### src/rtl/instr_chain_node.sv
// instr_chain_node: one cell position on a row's serial instruction chain and
// call/ret daisy chain. Words with zero hops land in a local show-ahead FIFO;
// all other words are forwarded with hops decremented through FWD_STAGES
// registers. A three-state FSM returns ret upstream once downstream has
// returned, the local FIFO and forward pipeline are empty and the local
// resource reports done.
// Optional build macro INSTR_CHAIN_NODE_BCAST_EN: an all-ones hop count is a
// broadcast, delivered locally and forwarded with hops unchanged.
module instr_chain_node #(
    parameter int unsigned INSTR_DATA_WIDTH = 32,
    parameter int unsigned INSTR_ADDR_WIDTH = 6,
    parameter int unsigned INSTR_HOPS_WIDTH = 4,
    parameter int unsigned FIFO_DEPTH       = 4,
    parameter int unsigned FWD_STAGES       = 1
) (
    input  logic                          clk,
    input  logic                          rst_n,
    input  logic                          call_in,
    output logic                          call_out,
    input  logic                          ret_in,
    output logic                          ret_out,
    input  logic [INSTR_DATA_WIDTH-1:0]   instr_data_in,
    input  logic [INSTR_ADDR_WIDTH-1:0]   instr_addr_in,
    input  logic [INSTR_HOPS_WIDTH-1:0]   instr_hops_in,
    input  logic                          instr_en_in,
    output logic [INSTR_DATA_WIDTH-1:0]   instr_data_out,
    output logic [INSTR_ADDR_WIDTH-1:0]   instr_addr_out,
    output logic [INSTR_HOPS_WIDTH-1:0]   instr_hops_out,
    output logic                          instr_en_out,
    output logic                          loc_valid,
    input  logic                          loc_ready,
    output logic [INSTR_DATA_WIDTH-1:0]   loc_data,
    output logic [INSTR_ADDR_WIDTH-1:0]   loc_addr,
    input  logic                          loc_done,
    output logic                          overflow,
    output logic [$clog2(FIFO_DEPTH):0]   fifo_count
);

    localparam int unsigned PTR_W  = $clog2(FIFO_DEPTH);
    localparam int unsigned CNT_W  = PTR_W + 1;
    localparam int unsigned WORD_W = INSTR_ADDR_WIDTH + INSTR_DATA_WIDTH;

    localparam logic [INSTR_HOPS_WIDTH-1:0] HOP_ONE   = INSTR_HOPS_WIDTH'(1);
    localparam logic [PTR_W-1:0]            PTR_ONE   = PTR_W'(1);
    localparam logic [CNT_W-1:0]            CNT_ONE   = CNT_W'(1);
    localparam logic [CNT_W-1:0]            DEPTH_CNT = CNT_W'(FIFO_DEPTH);

    typedef enum logic [1:0] {
        IDLE,
        RUN,
        DONE
    } state_t;

    // ------------------------------------------------------------------
    // Chain decode
    // ------------------------------------------------------------------
    logic                        is_bcast;
    logic                        is_local;
    logic                        is_fwd;
    logic [INSTR_HOPS_WIDTH-1:0] fwd_hops;

    // Classify the incoming chain word and compute its outgoing hop count.
    always_comb begin
        is_bcast = 1'b0;
`ifdef INSTR_CHAIN_NODE_BCAST_EN
        is_bcast = (instr_hops_in == '1);
`endif
        is_local = instr_en_in && ((instr_hops_in == '0) || is_bcast);
        is_fwd   = instr_en_in && (instr_hops_in != '0);
        fwd_hops = is_bcast ? instr_hops_in : (instr_hops_in - HOP_ONE);
    end

    // ------------------------------------------------------------------
    // Forward pipeline
    // ------------------------------------------------------------------
    logic [FWD_STAGES-1:0]       stage_en;
    logic [INSTR_DATA_WIDTH-1:0] stage_data [FWD_STAGES];
    logic [INSTR_ADDR_WIDTH-1:0] stage_addr [FWD_STAGES];
    logic [INSTR_HOPS_WIDTH-1:0] stage_hops [FWD_STAGES];
    logic                        fwd_busy;

    // Shift forwarded words through the stages; payload is zeroed when not valid.
    always_ff @(posedge clk or negedge rst_n) begin
        if (!rst_n) begin
            stage_en <= '0;
            for (int unsigned i = 0; i < FWD_STAGES; i++) begin
                stage_data[i] <= '0;
                stage_addr[i] <= '0;
                stage_hops[i] <= '0;
            end
        end else begin
            stage_en[0]   <= is_fwd;
            stage_data[0] <= is_fwd ? instr_data_in : '0;
            stage_addr[0] <= is_fwd ? instr_addr_in : '0;
            stage_hops[0] <= is_fwd ? fwd_hops      : '0;
            for (int unsigned i = 1; i < FWD_STAGES; i++) begin
                stage_en[i]   <= stage_en[i-1];
                stage_data[i] <= stage_data[i-1];
                stage_addr[i] <= stage_addr[i-1];
                stage_hops[i] <= stage_hops[i-1];
            end
        end
    end

    assign fwd_busy       = |stage_en;
    assign instr_en_out   = stage_en[FWD_STAGES-1];
    assign instr_data_out = stage_data[FWD_STAGES-1];
    assign instr_addr_out = stage_addr[FWD_STAGES-1];
    assign instr_hops_out = stage_hops[FWD_STAGES-1];

    // ------------------------------------------------------------------
    // Local FIFO
    // ------------------------------------------------------------------
    logic [WORD_W-1:0] mem [FIFO_DEPTH];
    logic [PTR_W-1:0]  wr_ptr;
    logic [PTR_W-1:0]  rd_ptr;
    logic [CNT_W-1:0]  count;
    logic [WORD_W-1:0] head;
    logic              fifo_full;
    logic              fifo_empty;
    logic              pop;
    logic              push;
    logic              drop;
    logic              enter_run;

    // A push into a full FIFO is still accepted when the head pops the same cycle.
    always_comb begin
        fifo_empty = (count == '0);
        fifo_full  = (count == DEPTH_CNT);
        pop        = !fifo_empty && loc_ready;
        push       = is_local && (!fifo_full || pop);
        drop       = is_local && fifo_full && !pop;
    end

    // Storage array; contents need no reset because outputs are gated by count.
    always_ff @(posedge clk) begin
        if (push) begin
            mem[wr_ptr] <= {instr_addr_in, instr_data_in};
        end
    end

    // Pointer and occupancy bookkeeping.
    always_ff @(posedge clk or negedge rst_n) begin
        if (!rst_n) begin
            wr_ptr <= '0;
            rd_ptr <= '0;
            count  <= '0;
        end else begin
            if (push) begin
                wr_ptr <= wr_ptr + PTR_ONE;
            end
            if (pop) begin
                rd_ptr <= rd_ptr + PTR_ONE;
            end
            unique case ({push, pop})
                2'b10:   count <= count + CNT_ONE;
                2'b01:   count <= count - CNT_ONE;
                default: count <= count;
            endcase
        end
    end

    // Sticky drop flag; a drop in the same cycle as the IDLE->RUN clear still sets it.
    always_ff @(posedge clk or negedge rst_n) begin
        if (!rst_n) begin
            overflow <= 1'b0;
        end else begin
            overflow <= (overflow && !enter_run) || drop;
        end
    end

    assign head       = mem[rd_ptr];
    assign loc_valid  = !fifo_empty;
    assign loc_data   = fifo_empty ? '0 : head[INSTR_DATA_WIDTH-1:0];
    assign loc_addr   = fifo_empty ? '0 : head[WORD_W-1:INSTR_DATA_WIDTH];
    assign fifo_count = count;

    // ------------------------------------------------------------------
    // Call/ret FSM
    // ------------------------------------------------------------------
    state_t state;
    state_t state_next;
    logic   done_cond;

    // State register.
    always_ff @(posedge clk or negedge rst_n) begin
        if (!rst_n) begin
            state <= IDLE;
        end else begin
            state <= state_next;
        end
    end

    // Next state and call/ret outputs; a falling call_in beats completion.
    always_comb begin
        state_next = state;
        call_out   = 1'b0;
        ret_out    = 1'b0;
        enter_run  = 1'b0;
        done_cond  = ret_in && loc_done && fifo_empty && !fwd_busy;
        unique case (state)
            IDLE: begin
                if (call_in) begin
                    state_next = RUN;
                    enter_run  = 1'b1;
                end
            end
            RUN: begin
                call_out = 1'b1;
                if (!call_in) begin
                    state_next = IDLE;
                end else if (done_cond) begin
                    state_next = DONE;
                end
            end
            DONE: begin
                call_out = 1'b1;
                ret_out  = 1'b1;
                if (!call_in) begin
                    state_next = IDLE;
                end
            end
            default: begin
                state_next = IDLE;
            end
        endcase
    end

endmodule

### config.mk
export PLATFORM = sky130hd
export DESIGN_NAME = instr_chain_node
export DESIGN_NICKNAME = d
export VERILOG_FILES = /design/src/rtl/instr_chain_node.sv
export SDC_FILE = /design/constraint.sdc
export NUM_CORES = 1
export LEC_CHECK = 0
export ABC_AREA = 1
export BUFFER_PORTS_ARGS = -buffer_cell sky130_fd_sc_hd__buf_4
export CAP_MARGIN = 20
export CORE_MARGIN = 10
export CORE_UTILIZATION = 25
export DETAILED_ROUTE_END_ITERATION = 8
export GPL_ROUTABILITY_DRIVEN = 0
export GPL_TIMING_DRIVEN = 0
export MAX_ROUTING_LAYER = met4
export SETUP_SLACK_MARGIN = 0.2
export SLEW_MARGIN = 20
export SYNTH_ARGS = -nofsm -noshare
export SYNTH_HDL_FRONTEND = slang
export SYNTH_SLANG_ARGS = --single-unit
### constraint.sdc
create_clock -name clk -period 5.16 [get_ports clk]
set_clock_uncertainty 0.15 [all_clocks]
set_input_delay 1.032 -clock clk [delete_from_list [all_inputs] [get_ports clk]]
set_output_delay 1.032 -clock clk [all_outputs]
set_load 0.02 [all_outputs]
======== Word-level counts from Yosys, hierarchy flattened ========
Memories as Yosys holds them, arrays and structs flattened.
Index checks and enable logic that the tools add are counted.
operators by class
  mux-type cells .......................... 17
  $lt $le $gt $ge ......................... 0
  add/sub/neg operators ................... 5
  equal/unequal tests ..................... 8
  reductions and logical operators ........ 24
  multiply operators ...................... 0
  divide/modulo/power cells ............... 0
  bitwise gates (word level) .............. 0
  shift-type cells ........................ 0
operator list
  cell                   number
  $mux W32               2
  $mux W6                2
  $logic_and A1 B1 Y1    10
  $mux W2                4
  $mux W1                6
  $pmux W2 S3            1
  $pmux W3 S2            1
  $logic_not A1 Y1       5
  $add A2 B1 Y2 const B  2
  $eq A2 B1 Y1 const B   2
  $eq A2 B2 Y1 const B   2
  $logic_not A4 Y1       1
  $mux W4                1
  $ne A2 B2 Y1 const B   2
  $reduce_bool A4 Y1     1
  $sub A4 B1 Y4 const B  1
  $add A3 B1 Y3 const B  1
  $eq A3 B3 Y1 const B   1
  $logic_not A3 Y1       1
  $ne A3 B3 Y1 const B   1
  $reduce_and A3 Y1      1
  $sub A3 B1 Y3 const B  1
  $logic_not A2 Y1       1
  $logic_or A1 B1 Y1     2
  2 further kinds        2
word-level totals
  output and inout port bits .............. 88
  memories kept ........................... 1
  memory bits (writable) .................. 152
  ROM bits ................................ 0
  logic and storage cells ................. 64
  bits in latches ......................... 0
  flip-flop bits (word level) ............. 53
memories
  name  words  bits a word  rd ports  clocked after memory_dff  wr ports  RTL line  RTL
  mem   4      38           1         0                         1         114       logic [WORD_W-1:0] mem [FIFO_DEPTH];

======== Logic depth before layout (Yosys ltp) ========
Gate-level depths: netlist (run 1).
  depth after elaboration ................. 7
  depth in mapped cells ................... 11
  gate-level depth less buffers ........... 11

======== Least setup slack after synthesis (run 1) ========
Ideal clock, no wire load.
  path kind ............................... input port to flip-flop
  start point ............................. in instr_hops_in[0]
  end point ............................... mem mem[0][0] (netlist bit), enable pin
  setup slack ............................. 1.325 ns
  data arrival time ....................... 3.251 ns
  library setup time ...................... 0.433 ns
  cell stages on the path ................. 6
  cells stage by stage .................... inv_1 -> ha_1 -> nand3_1 -> inv_1 -> nand2_1 -> nor2_1
between the ends
  longest elaborated chain between the ends .. 5
ends and longest elaborated chain
  element                        RTL line  RTL
  from (decl)                    24        input logic [INSTR_HOPS_WIDTH-1:0] instr_hops_in,
  $logic_not A4 Y1               68        is_local = instr_en_in && ((instr_hops_in == '0) || is_bcast);
  $logic_and A1 B1 Y1            68
  $logic_and A1 B1 Y1            131       push = is_local && (!fifo_full || pop);
  $mux W1                        137       if (push) begin
  $mux W1 (not written as such)  138       mem[wr_ptr] <= {instr_addr_in, instr_data_in};
  to (decl)                      114
No other way between the ends.

======== Worst setup path after layout (run 1) ========
  start point ............................. reg count[0] (netlist: fifo_count[0])
  end point ............................... out loc_data[27]
between the ends
  longest elaborated chain between the ends .. 2
ends and longest elaborated chain
  element                 RTL line  RTL
  from (decl)             117       logic [CNT_W-1:0] count;
  from (signal assigned)  156       2'b10: count <= count + CNT_ONE;
  from (signal assigned)  157       2'b01: count <= count - CNT_ONE;
  from (signal assigned)  158       default: count <= count;
  $logic_not A3 Y1        128       fifo_empty = (count == '0);
  $mux W32                174       assign loc_data = fifo_empty ? '0 : head[INSTR_DATA_WIDTH-1:0];
  to (decl)               32        output logic [INSTR_DATA_WIDTH-1:0] loc_data,
No other way between the ends.

==> results of run 1 <==
-- worst max-delay path, stage by stage (launching register included) --
cell      delay, ns
dfrtp_1        0.41
inv_1          0.12
nand2_1        0.06
nor2_1         0.33
clkbuf_1       0.52
a21oi_1        0.14
buf_4          0.20
-- kinds of logic after synthesis --
| kind of cell | Yosys count | synth area share (%) |
|---|---|---|
| compound gates | 120 | 7.49 |
| buf+inv | 92 | 5.34 |
| xor+xnor | 4 | 0.437 |
| flops | 205 | 73.4 |
| fa+ha+maj | 11 | 1.81 |
| simple gates | 240 | 11.5 |
-- area by class of cell --
cell class | instances | share of cell area [%]
clock inverters | 12 | 1.09
repair buffers | 142 | 11.3
inverters | 59 | 2.13
multi-input cells | 375 | 16.5
diodes | 1 | 0.0238
flip-flops and latches | 205 | 56.0
plain buffers | 33 | 1.94
clock buffers | 33 | 6.24
well taps | 402 | 4.78
-- per-layer routing --
| layer | share of wire [%] | up-vias | track usage, % |
|---|---|---|---|
| li1 | - | 2582 | - |
| met1 | 45 | 2456 | 14.3 |
| met2 | 48 | 127 | 18.2 |
| met3 | 5.1 | 31 | 2.54 |
| met4 | 1.6 | 0 | 2.46 |
| met5 | 0 | - | - |
-- sequential cells by signal (all words and copies together), names as in the netlist --
name / cells
mem: 152
rd_ptr: 2
instr_hops_out: 4
fifo_count: 3
wr_ptr: 2
overflow: 1
instr_addr_out: 6
instr_data_out: 32
instr_en_out: 1
state: 2
-- path summary, 6_finish.rpt --
path	slack (ns)	end	cells after the start
min reg2reg	0.38	overflow	2
min	0.38	overflow	2
max	1.68	loc_data[27]	6
max in group asynchronous	3.86	instr_data_out[8]	1
max reg2reg	2.80	mem[1][17]	6
min in group asynchronous	0.46	instr_data_out[10]	1
-- power by group --
part,total [uW],internal [uW],leakage [uW],switching (uW)
Sequential,1890,1850,0.00204,41.5
Combinational,2180,787,0.00187,1390
Clock,1660,991,0.000371,664
-- through the flow --
stage | TNS, ns | hold slack, ns
after CTS | 0 | 0.382
after detailed placement | 0 | 0.369
after global placement | -65.07 | 0.360
final | 0 | 0.379
after floorplan | 0 | 0.344
after global routing | 0 | 0.406
-- layout by cell type, fill, tap and decap left out, types with 4 or more instances in the layout --
cell type	n
nor2_1	204
edfxtp_1	152
buf_4	138
inv_1	56
dfrtp_1	53
o21ai_0	49
a21oi_1	42
o21ai_1	29
clkbuf_16	25
nand2_1	20
buf_2	14
clkbuf_1	14
ha_1	10
nand3_1	8
buf_6	7
buf_16	6
nor2_4	4
clkinv_2	4
==> metrics list, run 1 <==
- The flow ran to the end, and the final reports show no timing, DRC or antenna violations.
- After the first detailed-routing iteration, the DRC count stood at roughly 240.
* DR WL/cell: 17.6 um
- The startpoint identified for the worst hold timing path is overflow.
- Once the clock tree was built, the resizer swapped 0 gates to a different size.
- Post-synthesis cell count: 672
- Data arrival time of the worst path: roughly 2.3 ns
- Number of clock buffers inserted by TritonCTS: 25
* Clock slew at the register clock pins of the worst setup and hold paths: 0.05 ns
* Die height: 199 um
- Data required, critical path: ~4.0 ns
- Clk root buf: clkbuf_16
* DR vias/cell: between 4 and 5
* Fraction of synthesized cell area taken by the top area cell type: 56.9%
- Once the floorplan was initialized, standard cells occupied about a quarter of the core.
- For this block, the routed nets add up to 22200 um of wire.
- Power spread over the standard cell area amounts to 544 nW/um^2.
- Global routing used 11.3% of the available tracks across all layers.
- Global-route congestion overflow total: 0
- After synthesis, the cell types taking the most area are edfxtp_1 57%, dfrtp_1 17%, nor2_1 9.7%, o21ai_0 3.1%, a21oi_1 2.6%.
- MaxCap Viol Count: 0
* Total count of hold-check failures in the final report: 0
- The worst setup path is launched from a register.
* Worst Hold Class: register to register
- Placed cell area: 9740 um^2
- The most used flip-flop cell after synthesis is edfxtp_1.
- Headroom to the max-slew limit came out at between 40% and 50%.
- Entering global routing, the biggest net connects 54 pins.
- The synthesized design spends more area on one cell type than any other, namely edfxtp_1.
* Overall via count from detail_route: 5196
* Detailed Routing Iterations Pass 1: 4
* Worst setup timing slack at the placement stage: around 1.6 ns
- Clock Path Buffers: 3
- Number of H-tree levels: 1
- Post-CTS Hold Buffers: 0
* Final setup vio count: 0
* Async S/R FF share, synth: 25.9%
* Core region area: 31600 um^2
- Fin crit period: approximately 3.5 ns
- Via count of the first global-routing pass: 5450
* Antenna violations before repair: 1
- Growth of design area from synthesis to finish: 31.1%
- Worst Tran Pin Value: slightly above 0.8 ns
- Clock tree synthesis found a total of 205 sinks.
- In this run, placement finished with an instance count of roughly 1200.
* Yosys synthesis warning count: 0
- Yosys mapped a number of flops with a built-in enable equal to 152.
- In the post-synthesis netlist, the cell with the most instances is nor2_1.
- The worst setup path is of the register to primary output kind.
- When the netlist entered floorplanning its net count stood at 732.
- The share of the Yosys chip area taken by registers is 73.4%.
* # port buffers: 136
- VDD sags by at most 0.281 mV.
- Largest fanout on the critical path: 10
- Clock latency on the worst-skew pair, taken at its later pin, is 0.51 ns.
- Launching instance or port of the critical path: fifo_count[0]
- The first global-routing pass estimated 32800 um of wire.
* Buffer count from post-CTS setup fixing: 0
* Final design utilization: 33.2%
- Area used by sequential logic in the layout: roughly 6000 um^2
* Cell area after synthesis: 8020 um^2
- The worst register-to-register path begins at fifo_count[2].
- HPWL after detailed placement: 14900 um
* Unique masters post-synth: 23
* Avg Cell Area, Syn: 11.9 um^2
- The multi-input combinational cells in the finished layout cover a total of approximately 1700 um^2.
- Worst Setup End Kind: primary output
* Highest clock frequency the design can meet: 287 MHz
- Width of the chip: 199 um
- Total power for the finished layout comes to 5720 uW.
- Share of layout cells above drive strength 1: 24.4%
- The die covers 39600 um^2.
* Final-report max-slew violation count: 0
- Count of non-filler cells in the finished layout: 1262
- Clock tree from TritonCTS: done
- RSZ-0062 raised after global routing: no
- Count of state elements after synthesis: 205
- Pleak: roughly 0.0043 uW
- 137 I/O pins were placed.
* # DRC: 0
- By count the netlist is led by 208 x nor2_1, 152 x edfxtp_1, 56 x inv_1.
- Share of the clock period used by the worst path after layout: 67.5%
- Antenna-violating nets left: 0
- Number of standard-cell rows in the floorplan: 65
- In the post-route analysis, the smallest setup slack over all paths is 1.68 ns.
* Layout net count: 901
* Filler cells: 3088
- Summing all non-filler instances in the final layout gives an area of 10500 um^2.
Note: power is estimated with default switching activity, not from simulation.
==> run 2, diff against run 1 <==
--- a/config.mk
+++ b/config.mk
@@ -5,7 +5,7 @@
 export SDC_FILE = /design/constraint.sdc
 export NUM_CORES = 1
 export LEC_CHECK = 0
-export ABC_AREA = 1
+export ABC_AREA = 0
 export BUFFER_PORTS_ARGS = -buffer_cell sky130_fd_sc_hd__buf_4
 export CAP_MARGIN = 20
 export CORE_MARGIN = 10
==> constraint.sdc (replaced) <==
create_clock -name clk -period 2.93 [get_ports clk]
set_clock_uncertainty 0.15 [all_clocks]
set_input_delay 0.586 -clock clk [delete_from_list [all_inputs] [get_ports clk]]
set_output_delay 0.586 -clock clk [all_outputs]
set_load 0.02 [all_outputs]
==> run 2 against run 1 <==
Net effect:
- the run now ends with negative hold slack left
- wire length down 11%
- first-iteration DRC count down 40%
- final cell count down 21%
- clock power up 85%
- non-clock buffer count down 9
- sequential power up 75%
- register-to-register slack worse by 2.3 ns
- critical endpoint is now loc_addr[5]
- largest power group unchanged
==> metrics list, run 2 <==
- The flow ran to the end, but the final reports show violations.
* Failing checks: negative hold slack
- DR WL/cell: 19.6 um (+12%)
* Count of non-filler cells in the finished layout: 1003 (-21%)
* Avg Cell Area, Syn: 18.7 um^2 (+57%)
* Most flop-heavy register: mem
* CTS sink count: 205 (unchanged)
- HPWL after detailed placement: 12400 um (-17%)
- Data arrival time of the worst path: 2.06 ns (-0.24 ns)
- Die height: 198 um (-0.79%)
* Post-CTS Hold Buffers: 0 (unchanged)
- The clock slew seen by the registers of the worst setup and hold paths came to 0.06 ns (about the same).
* Fraction of synthesized cell area taken by the top area cell type: 57.9% (+1.0 points)
- The number of enable flip-flop cells after synthesis came to 152 (unchanged).
- The buffer levels on the longest clock path is 3 (unchanged).
* Pleak: 0.00414 uW (-3.2%)
- Register share of total power: 32.7% (-0.3 points)
- The vias per cell was 4.28 (+3.9%).
- Final setup vio count: 0 (unchanged)
- MaxCap Viol Count: 0 (unchanged)
- Via count of the first global-routing pass: 4808 (-12%)
- The commonest cells after synthesis are 152 x edfxtp_1, 53 x dfrtp_1, 42 x and2_1.
* Wirelength, routed: 19700 um (-11%)
- The die outline width came to 198 um (-0.79%).
- Post-placement cell count: 952 (-22%)
- Largest area contributor in the synthesized netlist: edfxtp_1
* Highest clock frequency the design can meet: 357 MHz
* Number of clock buffers inserted by TritonCTS: 24 (-4.0%)
- Internal power consumption: 7120 uW (+96%)
- In the layout the commonest cells are 152 x edfxtp_1, 119 x buf_4, 51 x dfrtp_1, 38 x mux4_2, 38 x and3_1.
- The number of standard-cell rows in the floorplan came to 64 (-1.5%).
- The switching power was 2990 uW (+43%).
* Clk root buf: clkbuf_16
- The initial antenna violation count came to 0 (-1).
* Largest register FFs: 152 (unchanged)
* Largest fanout on the critical path: 10 (unchanged)
- The global-route wire length before repair came to 29800 um (-9.4%).
* Data required, critical path: 2.19 ns (-1.79 ns)
* Worst hold margin: -0.00256 ns (-0.381 ns)
- The number of hold violations in the final report came to 4 (+4).
- Placed cell area: 9400 um^2 (-3.5%)
- Global-route congestion overflow total: 0 (unchanged)
- The die footprint was 39000 um^2 (-1.6%).
* Layout net count: 649 (-28%)
- Most frequent standard cell in the layout excluding fill and tap cells: edfxtp_1
- Maximum number of pins on one net before global-route repair: 54 (unchanged)
- Ranking of synthesized cells by area: edfxtp_1 58%, dfrtp_1 17%, mux4_2 11%, and2_1 3.3%, and3_1 3.0%
* # DRC: 0 (unchanged)
* Top-count cell post-synth: edfxtp_1
* P per Cell Area: 954 nW/um^2 (+75%)
- The transition at the pin with the smallest max-transition slack came to 0.781 ns (-0.0333 ns).
* RSZ-0062 raised after global routing: yes
* Number of placed I/O pins: 137 (unchanged)
- Post-synthesis cell count: 421 (-37%)
- Overall via count from detail_route: 4289 (-17%)
* CP Launch Type: register
* # port buffers: 135 (-0.74%)
* Final total negative setup slack: 0 ns (unchanged)
- After layout, the worst path uses 95.5% of the clock period.
- Sw Share: 29.6% (-7.0 points)
* Insertion delay to the later sink of the worst-skew pair: 0.51 ns (about the same)
- The post-synthesis instance area was 7880 um^2 (-1.7%).
* Clock tree from TritonCTS: done
* Initial Utilization: 25.6% (+0.21 points)
- Final-report max-slew violation count: 0 (unchanged)
- Yosys synthesis warning count: 0 (unchanged)
* Core region area: 30800 um^2 (-2.6%)
- Unique masters post-synth: 34 (+48%)
- The clock share of power came to 30.4% (+1.5 points).
* Antenna-violating nets left: 0 (unchanged)
- The global routing usage summed across all routing layers is 10.3% (-0.97 points).
- Portion of the post-synthesis area used by sequential elements: 74.8% (+1.3 points)
* Detailed Routing Iterations Pass 1: 6 (+2)
* Async S/R FF share, synth: 25.9% (unchanged)
- The number of DRC violations after detailed-routing iteration 0 was 142 (-40%).
- The summed area of non-filler cells in the final layout was 10600 um^2 (+0.83%).
- The worst setup path is of the register to primary output kind.
- The peak supply drop came to 0.417 mV (+48%).
- Worst Hold Class: input pin to async pin
* Fin crit period: between 2 and 3 ns
- The number of nets in the synthesized netlist came to 481 (-34%).
- The remaining max-slew budget at the tightest pin was 47.9% (+2.2 points).
- Count of state elements after synthesis: 205 (unchanged)
* Number of H-tree levels: 1 (unchanged)
- STA classifies the critical path endpoint as a primary output.
- Relative to the synthesized area, the layout overhead comes to 34.5%.
- The number of antenna cells inserted is 0 (-1).
- The portion of total power attributed to combinational logic is 36.9% (-1.2 points).
- Primary FF master, synth: edfxtp_1
- Share of layout cells above drive strength 1: 43.2% (+19 points)
run 2: changes by cell type after synthesis, moves of 11 or more:
cell	delta
mux4_2	+38
inv_1	-45
a21oi_1	-41
and3_1	+38
o21ai_1	-29
nor2_1	-201
and2_1	+42
nand2_1	-11
o21ai_0	-46
clkbuf_1	+11
run 2: critical path, cell delays in order, from the launching register on:
cell,delay (ns)
dfrtp_1,0.36
clkbuf_16,0.18
buf_12,0.16
mux4_2,0.52
and2_1,0.18
buf_4,0.15
run 2: metal layers:
metal  global-route usage [%]  vias up  wire, um
met5                        -        -         0
met4                     2.56        0       421
met3                     2.93       30      1240
met2                     16.9      125      9570
met1                     12.4     2187      8430
li1                         -     1947         -
run 2: cell type report:
type / instances / area [um^2]
Buffer: 24 / 225
Tap cell: 396 / 495
Fill cell: 2968 / 20200
Sequential cell: 205 / 5890
Timing Repair Buffer: 142 / 1210
Inverter: 11 / 41.3
Clock inverter: 12 / 143
Multi-Input combinational cell: 181 / 1900
Clock buffer: 32 / 692
run 2: repair_timing:
action / CTS / global route
hold endpoints to repair: 0 / 0
endpoints found under the setup margin: 40 / 38
resized for setup: 78 / 2
pin swaps: 17 / 2
setup buffers: 4 / 1
gates cloned: 2 / 0
run 2: per-stage QoR:
stage,util [%],power (uW),setup WS (ns)
floorplan,-,5230,0.356
global placement,30.5,6470,-0.427
detailed placement,30.5,6490,-0.114
CTS,34.3,10300,0.0823
global route,34.4,10600,0.0538
finish,34.4,10100,0.132
run 2: cells by family after synthesis:
kind of cell	Yosys count	share of synthesized area [%]
adder cells (fa/ha/maj)	11	1.84
AO/OA/AOI/OAI	14	1.43
buffers and inverters	35	1.84
flip-flops	205	74.8
multiplexers	39	11.1
XOR/XNOR	7	0.778
AND/OR/NAND/NOR	110	8.30
run 2: worst paths after layout:
kind | slack [ns] | cells after the start | from | end
min in group clk | 0.10 | 2 | instr_hops_in[0] | instr_hops_out[0]
min reg2reg | 0.36 | 1 | overflow | overflow
min | -0.003 | 1 | rst_n | instr_data_out[12]
max in group asynchronous | 2.06 | 1 | rst_n | fifo_count[1]
max reg2reg | 0.50 | 8 | fifo_count[2] | fifo_count[2]
max | 0.13 | 5 | rd_ptr[0] | loc_addr[5]
run 2: power by group through the flow:
stage	registers, uW	logic, uW	clock network [uW]
floorplan	3430	1800	0
global placement	3380	3090	0
detailed placement	3380	3100	0
CTS	3310	3800	3170
global route	3320	4030	3300
finish	3310	3730	3070
